$ cat src/rtl/vga_pkg.sv
// Shared timing defaults and derived constants for the VGA raster generator.
// The defaults describe 800x600@60 Hz at a 40 MHz pixel clock. A line or a
// frame is laid out as sync, back porch, active, then front porch.
package vga_pkg;

  localparam int DEF_CW       = 11;
  localparam int DEF_H_ACTIVE = 800;
  localparam int DEF_H_FP     = 40;
  localparam int DEF_H_SYNC   = 128;
  localparam int DEF_H_BP     = 88;
  localparam int DEF_V_ACTIVE = 600;
  localparam int DEF_V_FP     = 1;
  localparam int DEF_V_SYNC   = 4;
  localparam int DEF_V_BP     = 23;

  function automatic int axis_total(input int sync, input int bp,
                                    input int active, input int fp);
    return sync + bp + active + fp;
  endfunction

  localparam int H_TOTAL = axis_total(DEF_H_SYNC, DEF_H_BP, DEF_H_ACTIVE, DEF_H_FP);
  localparam int V_TOTAL = axis_total(DEF_V_SYNC, DEF_V_BP, DEF_V_ACTIVE, DEF_V_FP);
  localparam int HA0     = DEF_H_SYNC + DEF_H_BP;
  localparam int VA0     = DEF_V_SYNC + DEF_V_BP;

  // Per-axis decode of the current (pre-increment) count.
  typedef struct packed {
    logic tc;      // count is at TOTAL-1
    logic sync;    // count inside the sync interval
    logic active;  // count inside the active interval
  } axis_dec_t;

endpackage

$ cat src/rtl/vga_axis_counter.sv
// Generic modulo counter for one raster axis.
//   clk_i, clear_n_i : clock, async active-low reset
//   en_i             : advance one step
//   cnt_o            : current count, 0 .. TOTAL-1
//   dec_o            : terminal-count / sync / active decode of cnt_o
module vga_axis_counter
  import vga_pkg::*;
#(
  parameter int CW     = 11,
  parameter int SYNC   = 128,
  parameter int BP     = 88,
  parameter int ACTIVE = 800,
  parameter int FP     = 40
) (
  input  logic          clk_i,
  input  logic          clear_n_i,
  input  logic          en_i,
  output logic [CW-1:0] cnt_o,
  output axis_dec_t     dec_o
);

  localparam int TOTAL = axis_total(SYNC, BP, ACTIVE, FP);
  localparam logic [CW-1:0] LAST    = CW'(TOTAL - 1);
  localparam logic [CW-1:0] SYNC_E  = CW'(SYNC);
  localparam logic [CW-1:0] ACT_B   = CW'(SYNC + BP);
  localparam logic [CW-1:0] ACT_E   = CW'(SYNC + BP + ACTIVE);

  logic [CW-1:0] cnt_q, cnt_d;

  always_comb begin
    dec_o.tc     = (cnt_q == LAST);
    dec_o.sync   = (cnt_q < SYNC_E);
    dec_o.active = (cnt_q >= ACT_B) && (cnt_q < ACT_E);
    cnt_d        = dec_o.tc ? '0 : cnt_q + 1'b1;
  end

  always_ff @(posedge clk_i or negedge clear_n_i) begin
    if (!clear_n_i)  cnt_q <= '0;
    else if (en_i)   cnt_q <= cnt_d;
  end

  assign cnt_o = cnt_q;

endmodule

$ cat src/rtl/vga_timing_gen.sv
// Parametrised VGA raster timing generator with a run-time positioned window.
//   clk, clear_n     : clock, async active-low reset
//   ce               : pixel clock enable
//   win_x, win_y     : window origin in active-area coordinates, sampled at
//                      frame start so a frame never tears
//   hsync, vsync     : syncs with polarity HS_POL / VS_POL
//   draw             : pixel inside both active area and window
//   pixelx, pixely   : window-relative coordinates, 0 when draw=0
//   vblank           : line outside the active lines
//   line_start,
//   frame_start      : one-clk strobes after the ce edge at hcnt=0 / (0,0)
//   frame_cnt        : completed frames, wraps
// All outputs are registered and describe the count held before each ce edge.
module vga_timing_gen
  import vga_pkg::*;
#(
  parameter int CW       = DEF_CW,
  parameter int H_ACTIVE = DEF_H_ACTIVE,
  parameter int H_FP     = DEF_H_FP,
  parameter int H_SYNC   = DEF_H_SYNC,
  parameter int H_BP     = DEF_H_BP,
  parameter int V_ACTIVE = DEF_V_ACTIVE,
  parameter int V_FP     = DEF_V_FP,
  parameter int V_SYNC   = DEF_V_SYNC,
  parameter int V_BP     = DEF_V_BP,
  parameter bit HS_POL   = 1'b1,
  parameter bit VS_POL   = 1'b1,
  parameter int WIN_W    = 800,
  parameter int WIN_H    = 600,
  parameter int FRAME_W  = 16
) (
  input  logic               clk,
  input  logic               clear_n,
  input  logic               ce,
  input  logic [CW-1:0]      win_x,
  input  logic [CW-1:0]      win_y,
  output logic               hsync,
  output logic               vsync,
  output logic               draw,
  output logic [CW-1:0]      pixelx,
  output logic [CW-1:0]      pixely,
  output logic               vblank,
  output logic               line_start,
  output logic               frame_start,
  output logic [FRAME_W-1:0] frame_cnt
);

  // Window maths runs one bit wider so origin + size never wraps.
  localparam logic [CW:0] X0 = (CW+1)'(H_SYNC + H_BP);
  localparam logic [CW:0] Y0 = (CW+1)'(V_SYNC + V_BP);
  localparam logic [CW:0] WW = (CW+1)'(WIN_W);
  localparam logic [CW:0] WH = (CW+1)'(WIN_H);

  logic [CW-1:0] h_cnt, v_cnt;
  axis_dec_t     h_dec, v_dec;

  vga_axis_counter #(.CW(CW), .SYNC(H_SYNC), .BP(H_BP), .ACTIVE(H_ACTIVE), .FP(H_FP))
    u_hcnt (.clk_i(clk), .clear_n_i(clear_n), .en_i(ce),
            .cnt_o(h_cnt), .dec_o(h_dec));

  vga_axis_counter #(.CW(CW), .SYNC(V_SYNC), .BP(V_BP), .ACTIVE(V_ACTIVE), .FP(V_FP))
    u_vcnt (.clk_i(clk), .clear_n_i(clear_n), .en_i(ce & h_dec.tc),
            .cnt_o(v_cnt), .dec_o(v_dec));

  logic [CW-1:0]      sx_q, sy_q;
  logic               hsync_q, vsync_q, draw_q, vblank_q, ls_q, fs_q;
  logic [CW-1:0]      px_q, py_q;
  logic [FRAME_W-1:0] fc_q;

  logic [CW:0]   ax, ay;
  logic          in_x, in_y, draw_d, ls_d, fs_d;
  logic [CW-1:0] px_d, py_d;

  always_comb begin
    // ax/ay are garbage outside the active area; draw_d masks that.
    ax     = {1'b0, h_cnt} - X0;
    ay     = {1'b0, v_cnt} - Y0;
    in_x   = (ax >= {1'b0, sx_q}) && (ax < {1'b0, sx_q} + WW);
    in_y   = (ay >= {1'b0, sy_q}) && (ay < {1'b0, sy_q} + WH);
    draw_d = h_dec.active & v_dec.active & in_x & in_y;
    px_d   = draw_d ? ax[CW-1:0] - sx_q : '0;
    py_d   = draw_d ? ay[CW-1:0] - sy_q : '0;
    ls_d   = (h_cnt == '0);
    fs_d   = ls_d && (v_cnt == '0);
  end

  always_ff @(posedge clk or negedge clear_n) begin
    if (!clear_n) begin
      hsync_q  <= ~HS_POL;
      vsync_q  <= ~VS_POL;
      draw_q   <= 1'b0;
      px_q     <= '0;
      py_q     <= '0;
      vblank_q <= 1'b1;
      ls_q     <= 1'b0;
      fs_q     <= 1'b0;
      fc_q     <= '0;
      sx_q     <= '0;
      sy_q     <= '0;
    end else begin
      ls_q <= 1'b0;
      fs_q <= 1'b0;
      if (ce) begin
        hsync_q  <= h_dec.sync ? HS_POL : ~HS_POL;
        vsync_q  <= v_dec.sync ? VS_POL : ~VS_POL;
        draw_q   <= draw_d;
        px_q     <= px_d;
        py_q     <= py_d;
        vblank_q <= ~v_dec.active;
        ls_q     <= ls_d;
        fs_q     <= fs_d;
        // (0,0) is inside sync, so draw never depends on the origin there.
        if (fs_d) begin
          sx_q <= win_x;
          sy_q <= win_y;
        end
        if (h_dec.tc && v_dec.tc) fc_q <= fc_q + 1'b1;
      end
    end
  end

  assign hsync       = hsync_q;
  assign vsync       = vsync_q;
  assign draw        = draw_q;
  assign pixelx      = px_q;
  assign pixely      = py_q;
  assign vblank      = vblank_q;
  assign line_start  = ls_q;
  assign frame_start = fs_q;
  assign frame_cnt   = fc_q;

endmodule
$ cat config.mk
export PLATFORM = sky130hd
export DESIGN_NAME = vga_timing_gen
export DESIGN_NICKNAME = d
export VERILOG_FILES = /design/src/rtl/vga_pkg.sv /design/src/rtl/vga_axis_counter.sv /design/src/rtl/vga_timing_gen.sv
export SDC_FILE = /design/constraint.sdc
export NUM_CORES = 1
export LEC_CHECK = 0
export ABC_AREA = 1
export CORE_UTILIZATION = 40
export CTS_CLUSTER_SIZE = 28
export DETAILED_ROUTE_END_ITERATION = 7
export GPL_TIMING_DRIVEN = 0
export SLEW_MARGIN = 20
export SYNTH_ARGS = -nofsm -noshare
export SYNTH_HDL_FRONTEND = slang
export SYNTH_SLANG_ARGS = --single-unit
$ cat constraint.sdc
create_clock -name clk -period 3.1 [get_ports clk]
set_clock_uncertainty 0.15 [all_clocks]
set_input_delay 0.62 -clock clk [delete_from_list [all_inputs] [get_ports clk]]
set_output_delay 0.62 -clock clk [all_outputs]
set_load 0.01 [all_outputs]
==> impl_metrics.tcl <==
set metrics [dict create \
    status "finished with violations" \
    violations "negative hold slack" \
    final_antenna_net_count 0 \
    min_period_ps 3033 \
    initial_core_util_pct 41.03 \
    async_reset_ff_share_pct 100.0 \
    place_hpwl_um 11730 \
    core.rowCount 45 \
    clkSlewWorstSetupHoldPaths_ps 60 \
    grt_use_total_pct 19.67 \
    syn_area_um2 6261 \
    synth_enable_flop_cells 0 \
    finalPower_mw 3.332 \
    synthCells 823 \
    clk_latency_ps 350 \
    cp.arrival_ps 3170 \
    antenna_found_initial 0 \
    synth.distinct_cells 42 \
    worst_slew_pin_slew_ps 576.1 \
    die_h_um 127.1 \
    ios 69 \
    grt_pass1_wl_um 25150 \
    syn_to_final_growth_pct 25.10 \
    place_area_um2 7224 \
    root_buffer "clkbuf_16" \
    hp-class "input pin to asynchronous set/reset pin" \
    grt_start_max_net_pins 58 \
    htreeDepth 3 \
    fp.dieW_um 127.1 \
    worstReg2RegEnd "pixelx[0]$_DFFE_PN0P_" \
    drt_iter0_drc 330 \
    fmax_mhz 329.7 \
    startpoint "u_vcnt.cnt_o[1]$_DFFE_PN0P_" \
    fin_crit_sh_pct 97.85 \
    setup_viol 0 \
    drive_above_1_share_pct 13.98 \
    worst-setup-path-type "flip-flop to flip-flop" \
    drtPass1Iterations 5 \
    routed_wl_um 15300 \
    p_leak_nw 3.911 \
    relSlewSlack_pct 61.60 \
    fin_area_um2 7833 \
    synth_fp_nets 896 \
    reg2reg_slack_ps 70 \
    peakVddDrop_mv 0.2917 \
    whs_ps -4.318 \
    synth-seq-cells 88 \
    finalNetCount 991 \
    grt-ovfl-total 0 \
    cp-endpoint "pixelx[0]$_DFFE_PN0P_" \
    worst-path-max-fanout 6 \
    end_kind "flip-flop" \
    postSynthAreaPerCell_um2 7.608 \
    grt_pass1_vias 5110 \
    rsz0062_at_grt "yes" \
    via_per_inst 4.799 \
    dieArea_um2 16160 \
    clkSinkCount 88 \
    synth_warnings 0 \
    wire_per_inst_um 13.49 \
    remaining_drc_errors 0 \
    core_area_um2 15260 \
    clock_path_buffers 2 \
    cp.required_ps 3240 \
    hold_buffers 0 \
    drv_slew 0 \
    cts_buffers 9 \
    port_buffers 67 \
    synth_flop_cell "dfrtp_1" \
    powerDensity_nw_per_um2 425.4 \
    hold_viol_final 6 \
    reg2reg_depth 18 \
    start_kind "flip-flop" \
    gp_congestion 0.8684 \
    diodes 0 \
    route.vias.total 5442 \
    maxCapViolations 0 \
    cts_tree "yes" \
    rr_startpoint "u_vcnt.cnt_o[1]$_DFFE_PN0P_" \
    yosysSeqAreaShare_pct 35.19 \
]
==> cell families after synthesis <==
logic type	share of synthesized area, %
flip-flops	35.19
buffers and inverters	9.073
multiplexers	0.1599
XOR/XNOR	8.393
adder cells (fa/ha/maj)	9.832
AO/OA/AOI/OAI	7.674
AND/OR/NAND/NOR	29.68
==> flip-flops by register name, indices dropped and copies added (netlist names), 11 cells and up <==
register	count
u_vcnt.cnt_o	11
frame_cnt	16
sy_q	11
sx_q	11
pixely	11
pixelx	11
u_hcnt.cnt_o	11
==> worst max-delay path, cell delays in order, from the launching register on <==
cell     delay (ps)
dfrtp_2         440
ha_4            180
nor2_4           70
inv_2            60
nand2_4          80
nand3_4          90
nor3_4          220
xor2_2          200
ha_1            270
nand2_2          80
nor2_2           50
nor3_2          190
nand2_1          90
nor2_2          130
nand2_2          90
nor2_4          260
buf_6           180
nand3_2          80
nand2_1          70
==> through the flow <==
stage	setup TNS, ps	util (%)	setup slack, ps	instances
2_1_floorplan	0	-	387.1	823
3_3_place_gp	-185480	47.16	-2116	1101
3_5_place_dp	-2901	47.35	-199.5	1102
4_1_cts	0	49.60	11.93	1122
5_1_grt	-1635	51.33	-101.3	1134
6_report	0	51.33	66.51	1134
==> repair_timing <==
action                                  CTS  global route
endpoints found under the hold margin     0             0
pin swaps                                 4            15
setup buffers                             4            10
endpoints found under the setup margin   23            23
cloned                                    0             2
gates resized for setup                   5            49
==> worst min path at each step <==
stage	from	endpoint	slack [ps]	cells past startpoint
CTS	clear_n	sx_q[7]$_DFFE_PN0P_	6	1
detailed placement	vblank$_DFFE_PN1P_	vblank$_DFFE_PN1P_	310	2
global placement	vblank$_DFFE_PN1P_	vblank$_DFFE_PN1P_	310	2
floorplan	clear_n	draw$_DFFE_PN0P_	170	0
finish	clear_n	sx_q[7]$_DFFE_PN0P_	-4	1
global route	clear_n	frame_start$_DFF_PN0_	20	1
==> cell usage in the layout (no fill, tap or decap), types with 2 or more instances in the layout <==
cell type and instances:
nand3_2 18, xor2_1 45, inv_2 9, a21oi_1 27, clkbuf_8 2, o21bai_1 3, clkdlybuf4s50_1 66, nor3_2 8
buf_2 3, xnor2_1 14, nor2_2 8, nor2_4 5, fa_1 2, buf_4 18, o21ai_1 9, clkbuf_16 9
buf_6 9, nand3_4 3, o21ai_2 2, nand2_1 203, nand2_2 12, a21o_1 3, clkinv_2 2, inv_1 107
clkbuf_1 5, dfrtp_1 82, nand2_4 2, ha_1 44, nor4_1 2, nor2_1 59, dfrtp_2 5, o21ai_0 36
nor3_1 20, nor3_4 3, nand4_1 17, nand3_1 41
==> layout make-up <==
cell class	instances	area (um2)
tap	211	264.0
timing repair buffer	84	827.0
clock inverter	3	40.04
sequential	88	2210
multi-input combinational	601	3661
inverter	117	441.7
fill	1511	7426
buffer	17	128.9
clock buffer	13	260.3
==> Yosys cell counts (2+ instances only) <==
library cell  instances  area share (%)
o21ai_1               7            0.56
nand2_1             210              13
buf_6                 6             1.1
nor2_4                4            0.72
nor2_1               63             3.8
inv_1               109             6.5
clkbuf_1              3            0.18
inv_2                 8            0.48
o21ai_0              40             3.2
xnor2_1              14             2.0
buf_4                 4            0.48
nand4_1              17             1.7
a21oi_1              27             2.2
a21o_1                3            0.36
dfrtp_1              87              35
nor2_2                5            0.50
nor3_4                2            0.52
nand3_2               9             1.4
o21bai_1              3            0.36
xor2_1               46             6.4
nor3_2                7             1.1
fa_1                  2            0.64
nand2_2               7            0.70
nor4_1                2            0.20
ha_1                 46             9.2
buf_2                 3            0.24
nand3_1              53             4.2
nor3_1               22             1.8
==> power by group <==
part	leakage (nW)	switching, mW	internal [mW]	total, mW
Combinational	2.73	0.586	0.345	0.932
Clock	0.150	0.462	0.667	1.13
Sequential	1.03	0.0736	1.20	1.27
==> metal layers <==
metal,global-route usage (%),up-vias,routed length [um]
li1,-,2841,-
met1,26.38,2474,7216
met2,32.51,104,7237
met3,2.387,23,502
met4,7.563,0,341
met5,0,-,0
Note: power is estimated with default switching activity, not from simulation.
